`src/rtl/gcd_pkg.sv`:
```
`default_nettype none
// +----------------------------------------------------------------------------+
// | gcd_pkg                                                                    |
// | Shared definitions for the gcd / modular-inverse datapaths: FSM state      |
// | encoding, default operand width and the iteration bound helper.            |
// | Revision: 1.0                                                              |
// +----------------------------------------------------------------------------+
package gcd_pkg;

  typedef enum logic [1:0] {
    ST_IDLE  = 2'd0,
    ST_CHECK = 2'd1,
    ST_ITER  = 2'd2,
    ST_DONE  = 2'd3
  } state_t;

  localparam int DEF_W    = 40;
  localparam int ITER_MAX = 4 * DEF_W;

  // Worst-case number of ITER cycles for a given operand width.
  function automatic int iter_max(input int w);
    return 4 * w;
  endfunction

endpackage
`default_nettype wire

```
`src/rtl/mod_inv_step.sv`:
```
`default_nettype none
// +----------------------------------------------------------------------------+
// | mod_inv_step                                                               |
// | One combinational step of the binary extended Euclidean algorithm.         |
// | Halves an even u (or v) together with its coefficient, otherwise subtracts |
// | the smaller from the larger and updates the coefficient modulo m.          |
// | Ports: u_i, v_i, x1_i, x2_i, m_i  -> current state and modulus             |
// |        u_o, v_o, x1_o, x2_o       -> next state                            |
// | Revision: 1.0                                                              |
// +----------------------------------------------------------------------------+
module mod_inv_step
  import gcd_pkg::*;
#(
  parameter int W = DEF_W
) (
  input  logic [W-1:0] u_i,
  input  logic [W-1:0] v_i,
  input  logic [W-1:0] x1_i,
  input  logic [W-1:0] x2_i,
  input  logic [W-1:0] m_i,
  output logic [W-1:0] u_o,
  output logic [W-1:0] v_o,
  output logic [W-1:0] x1_o,
  output logic [W-1:0] x2_o
);

  // x/2 mod m for odd m: an odd x is made even by adding m first.
  // The sum is kept in W+1 bits so the carry survives the shift.
  function automatic logic [W-1:0] half_mod(input logic [W-1:0] x,
                                            input logic [W-1:0] md);
    logic [W:0] s;
    s = x[0] ? ({1'b0, x} + {1'b0, md}) : {1'b0, x};
    return s[W:1];
  endfunction

  // (x - y) mod m with x, y already in [0, m-1]; the sign bit of the
  // W+1-bit difference selects the wrap-around correction.
  function automatic logic [W-1:0] sub_mod(input logic [W-1:0] x,
                                           input logic [W-1:0] y,
                                           input logic [W-1:0] md);
    logic [W:0] d;
    d = {1'b0, x} - {1'b0, y};
    if (d[W]) begin
      d = d + {1'b0, md};
    end
    return d[W-1:0];
  endfunction

  always_comb begin
    u_o  = u_i;
    v_o  = v_i;
    x1_o = x1_i;
    x2_o = x2_i;
    if (!u_i[0]) begin
      u_o  = u_i >> 1;
      x1_o = half_mod(x1_i, m_i);
    end else if (!v_i[0]) begin
      v_o  = v_i >> 1;
      x2_o = half_mod(x2_i, m_i);
    end else if (u_i >= v_i) begin
      u_o  = u_i - v_i;
      x1_o = sub_mod(x1_i, x2_i, m_i);
    end else begin
      v_o  = v_i - u_i;
      x2_o = sub_mod(x2_i, x1_i, m_i);
    end
  end

endmodule
`default_nettype wire

```
`src/rtl/mod_inverse.sv`:
```
`default_nettype none
// +----------------------------------------------------------------------------+
// | mod_inverse                                                                |
// | Modular inverse r = a^-1 mod m (m odd, >= 3) via binary extended Euclid.   |
// | Operands enter on a valid/ready handshake; the result is held until taken. |
// | Ports: clk, reset (async, active-high)                                     |
// |        in_valid/in_ready, a, m      -> operand handshake                   |
// |        out_valid/out_ready, result, err -> result handshake                |
// | Revision: 1.0                                                              |
// +----------------------------------------------------------------------------+
module mod_inverse
  import gcd_pkg::*;
#(
  parameter int W     = DEF_W,
  parameter int CNT_W = 8
) (
  input  logic         clk,
  input  logic         reset,
  input  logic         in_valid,
  output logic         in_ready,
  input  logic [W-1:0] a,
  input  logic [W-1:0] m,
  output logic         out_valid,
  input  logic         out_ready,
  output logic [W-1:0] result,
  output logic         err
);

  localparam logic [W-1:0]     ONE      = {{(W-1){1'b0}}, 1'b1};
  localparam logic [W-1:0]     THREE    = {{(W-2){1'b0}}, 2'b11};
  localparam logic [CNT_W-1:0] CNT_LAST = CNT_W'(iter_max(W) - 1);

  state_t           state_q;
  logic [W-1:0]     a_q, m_q;
  logic [W-1:0]     u_q, v_q, x1_q, x2_q;
  logic [W-1:0]     u_d, v_d, x1_d, x2_d;
  logic [CNT_W-1:0] cnt_q;
  logic             in_ready_q, out_valid_q, err_q;
  logic [W-1:0]     result_q;

  mod_inv_step #(.W(W)) u_step (
    .u_i  (u_q),
    .v_i  (v_q),
    .x1_i (x1_q),
    .x2_i (x2_q),
    .m_i  (m_q),
    .u_o  (u_d),
    .v_o  (v_d),
    .x1_o (x1_d),
    .x2_o (x2_d)
  );

  always_ff @(posedge clk or posedge reset) begin
    if (reset) begin
      state_q     <= ST_IDLE;
      a_q         <= '0;
      m_q         <= '0;
      u_q         <= '0;
      v_q         <= '0;
      x1_q        <= '0;
      x2_q        <= '0;
      cnt_q       <= '0;
      in_ready_q  <= 1'b1;
      out_valid_q <= 1'b0;
      result_q    <= '0;
      err_q       <= 1'b0;
    end else begin
      case (state_q)
        ST_IDLE: begin
          if (in_valid) begin
            a_q        <= a;
            m_q        <= m;
            in_ready_q <= 1'b0;
            state_q    <= ST_CHECK;
          end
        end

        ST_CHECK: begin
          cnt_q <= '0;
          if (!m_q[0] || (m_q < THREE) || (a_q == '0) || (a_q >= m_q)) begin
            result_q    <= '0;
            err_q       <= 1'b1;
            out_valid_q <= 1'b1;
            state_q     <= ST_DONE;
          end else begin
            u_q     <= a_q;
            v_q     <= m_q;
            x1_q    <= ONE;
            x2_q    <= '0;
            state_q <= ST_ITER;
          end
        end

        ST_ITER: begin
          if (u_q == ONE) begin
            result_q    <= x1_q;
            err_q       <= 1'b0;
            out_valid_q <= 1'b1;
            state_q     <= ST_DONE;
          end else if (v_q == ONE) begin
            result_q    <= x2_q;
            err_q       <= 1'b0;
            out_valid_q <= 1'b1;
            state_q     <= ST_DONE;
          end else if ((u_q == '0) || (cnt_q == CNT_LAST)) begin
            // u reaching 0 means gcd(a,m) > 1; the counter limit is a
            // safety net that legal operands never hit.
            result_q    <= '0;
            err_q       <= 1'b1;
            out_valid_q <= 1'b1;
            state_q     <= ST_DONE;
          end else begin
            u_q   <= u_d;
            v_q   <= v_d;
            x1_q  <= x1_d;
            x2_q  <= x2_d;
            cnt_q <= cnt_q + 1'b1;
          end
        end

        ST_DONE: begin
          if (out_ready) begin
            out_valid_q <= 1'b0;
            in_ready_q  <= 1'b1;
            state_q     <= ST_IDLE;
          end
        end

        default: begin
          state_q <= ST_IDLE;
        end
      endcase
    end
  end

  assign in_ready  = in_ready_q;
  assign out_valid = out_valid_q;
  assign result    = result_q;
  assign err       = err_q;

endmodule
`default_nettype wire

```
`config.mk`:
```
export PLATFORM = sky130hd
export DESIGN_NAME = mod_inverse
export DESIGN_NICKNAME = d
export VERILOG_FILES = /design/src/rtl/gcd_pkg.sv /design/src/rtl/mod_inv_step.sv /design/src/rtl/mod_inverse.sv
export SDC_FILE = /design/constraint.sdc
export NUM_CORES = 2
export LEC_CHECK = 0
export ABC_AREA = 1
export CORE_AREA = 2 2 387 389
export DETAILED_ROUTE_END_ITERATION = 10
export DIE_AREA = 0 0 389 391
export DONT_BUFFER_PORTS = 1
export PLACE_DENSITY = 0.48
export SLEW_MARGIN = 15
export SYNTH_ARGS = -nofsm -noshare
export SYNTH_HDL_FRONTEND = slang
export SYNTH_HIERARCHICAL = 1
export SYNTH_SLANG_ARGS = --single-unit
```
`constraint.sdc`:
```
create_clock -name clk -period 10 [get_ports clk]
set_clock_uncertainty 0.2 [all_clocks]
set_input_delay 1 -clock clk [delete_from_list [all_inputs] [get_ports clk]]
set_output_delay 1 -clock clk [all_outputs]
set_load 0.005 [all_outputs]
```
==> impl_metrics.toml <==
[run_status]
status = "finished with violations"
violations = "max-slew violations"

[synthesis]
synth-main-ff-cell = "dfrtp_1"
syn-cell-area_um2 = 41150
synth_area_leader_cell = "nand2_1"
ys_seq_area_share_pct = 17.82
ys_ff_latch = 293
synth.avg_cell_area_um2 = 5.816
synth.area.top_cells = "nand2_1 (20%), dfrtp_1 (18%), ha_1 (11%)"
synth_top_area_share_pct = 19.63
synth_nets = 7544
async_flop_share_pct = 100.0
synthDistinctLibCells = 57
synth_warnings = 6
synth_edf_count = 0
synth_cells = 7076

[setup_path]
cp_data_required_time_ns = 10.36
path_class = "flip-flop to flip-flop"
critical-path-top-delay-family = "simple AND/OR/NAND/NOR gates"
crit_top_cell = "nand2_1"
critical_path_arrival_ns = 7.21
rrSetupSlack_ns = 3.15
reg2reg_to = "u_q[28]"
r2r_start = "u_q[0]"
max_stage_delay_ns = 1.13
start_kind = "flip-flop"
endpoint_kind = "flip-flop"
worst-r2r-cell-count = 17
cp_cell_sequence = "inv_2, ha_1, fa_1, o21ai_1, a21oi_2, or2_1, nand4_4, nand2_4, nand2_4, inv_2, buf_4, nand2_1, o211ai_1, nand2_1, o21ai_0, nand3_1, nand2_1"
worst-path-buf-inv = 3
slowest_stage = "inv_2"
path_max_fanout = 49

[floorplan]
core_area_um2 = 148500
dieArea_um2 = 152100
row_count = 142
start_util_pct = 27.71
die_w_um = 389
io_pins = 127
die_h_um = 391

[timing]
slew_viol_final = 33
hold_violations = 0
setup_tns_ns = 0
fin_crit_sh_pct = 68.49
timing.slew.headroom_pct = -3.813
min_period_ns = 6.849
tightest_slew_ns = 1.557
clock.fmax_mhz = 146.0
whs_ns = 0.003574
finalWorstSetupSlack_ns = 3.151
finalSetupViolCount = 0
rsz0062_at_grt = "false"

[clock_network]
cts-root-buf = "clkbuf_16"
cts_made_buffers = 43
clk_transition_reported_paths_ns = 0.07
clock-sinks = 293
clkLatencyLatePin_ns = 0.68
ctsHoldBuffers = 0
cts_tree = "yes"
cts_resized = 0
htreeDepth = 2
cts_buffer_depth = 3
postCtsSetupBuffers = 0

[grt]
grt_busiest_layer = "met2"
grt-ovfl-total = 0
grt_util_met2_pct = 53.88
grt_usage_pct = 31.28
grt_pass1_vias = 47220
grt_pass1_wl_um = 343200
grt_use_met1_pct = 37.13
grt_max_degree = 162
grtUsageMet3_pct = 3.785
antenna_found_initial = 13

[cells_and_area]
finalNetCount = 7375
fillerInstances = 17060
area.growth.synth_to_final_pct = 7.254
regArea_um2 = 7338
utilization_pct = 29.72
drive_gt1_share_pct = 2.782
multiInputGateArea_um2 = 29450

[placed_design]
hpwl_um = 197700
dp_slack_ns = 3.315
port_buffers = 0
gp_congestion = 0.9993

[hold_path]
hold_path_class = "primary input to asynchronous set/reset pin"

[drt]
drc = 0
avgViaCountPerCell = 5.393
drtIter0Drc = 4295
dr_total_vias = 47900
detail_route.wl_per_cell_um = 27.61
wl_um = 245300
drt_pass1_iterations = 6
antenna_left = 0

[flow_run]
drv_cap = 0
-- cell usage in the layout, fill, tap and decap left out, types with 5 or more instances in the layout --
master	instances
clkbuf_8	8
and3_1	5
dfrtp_1	290
inv_1	826
mux2_2	11
clkbuf_1	5
a21oi_1	646
nand4_1	72
o221ai_1	23
clkbuf_16	43
ha_1	375
xnor2_1	50
nand2_2	7
o21bai_1	39
inv_2	6
o21ai_0	456
nand3b_1	15
a31oi_1	11
xor2_1	134
clkinvlp_4	5
a21o_1	28
nor2_1	788
nor3_1	82
a21boi_0	13
o21a_1	25
or2_2	17
o21ai_1	21
and2_1	10
nor4_1	10
fa_1	8
o22ai_1	5
buf_4	50
clkinv_2	8
nor2_2	6
nand2_1	2148
o211ai_1	80
nand3_1	561
-- metal layers --
layer  vias up  share of wire (%)
li1      22680                  -
met1     23070                 41
met2      1666                 47
met3       483                5.0
met4         8                7.0
met5         -              0.019
-- worst max-delay path by stage --
stage / start / to / cells after the start
global route: u_q[0] / u_q[28] / 17
CTS: u_q[0] / u_q[28] / 17
floorplan: reset / a_q[0] / 1
finish: u_q[0] / u_q[28] / 17
global placement: u_q[0] / u_q[11] / 17
detailed placement: u_q[0] / u_q[12] / 17
-- cells in the mapped netlist (all sizes together) (40+ instances only) --
cell type / count
o211ai: 80
clkbuf: 145
nand3: 562
inv: 832
dfrtp: 292
o21ai: 477
o21bai: 40
nor2: 798
ha: 376
nand4: 74
xnor2: 50
a21oi: 647
nor3: 83
xor2: 134
nand2: 2160
buf: 120
-- state kept, by name, indices dropped and copies added (netlist names) --
register   cells
v_q           40
err            1
result        40
in_ready       1
out_valid      1
a_q           40
u_q           40
x2_q          40
cnt_q          8
x1_q          40
m_q           40
state_q        2
-- final cells by class --
| type | count | share of cell area [%] |
|---|---|---|
| clock buffers | 56 | 2.730 |
| flip-flops and latches | 293 | 16.63 |
| multi-input cells | 5683 | 66.72 |
| well taps | 1944 | 5.511 |
| repair buffers | 51 | 0.8958 |
| diodes | 1 | 0.005670 |
| inverters | 835 | 7.118 |
| clock inverters | 19 | 0.3940 |
-- through the flow --
stage,cell area (um2),cells
global placement,42760,8806
floorplan,41150,7076
detailed placement,42760,8806
CTS,44130,8881
finish,44140,8882
global route,44130,8881
-- cell families (layout without fill, tap and decap cells) --
| logic type | count (synthesis) | in the layout | share of synthesized area, % |
|---|---|---|---|
| compound gates | 1360 | 1360 | 18.04 |
| xor+xnor | 184 | 184 | 3.916 |
| fa+ha+maj | 384 | 384 | 11.82 |
| buf+inv | 1100 | 961 | 10.85 |
| flops | 293 | 293 | 17.82 |
| mux | 11 | 11 | 0.3010 |
| other cells | 0 | 1 | 0 |
| simple gates | 3744 | 3744 | 37.26 |
Power is not shown: default switching activity piles up to over one toggle a cycle in this logic, so the estimate is an artifact.
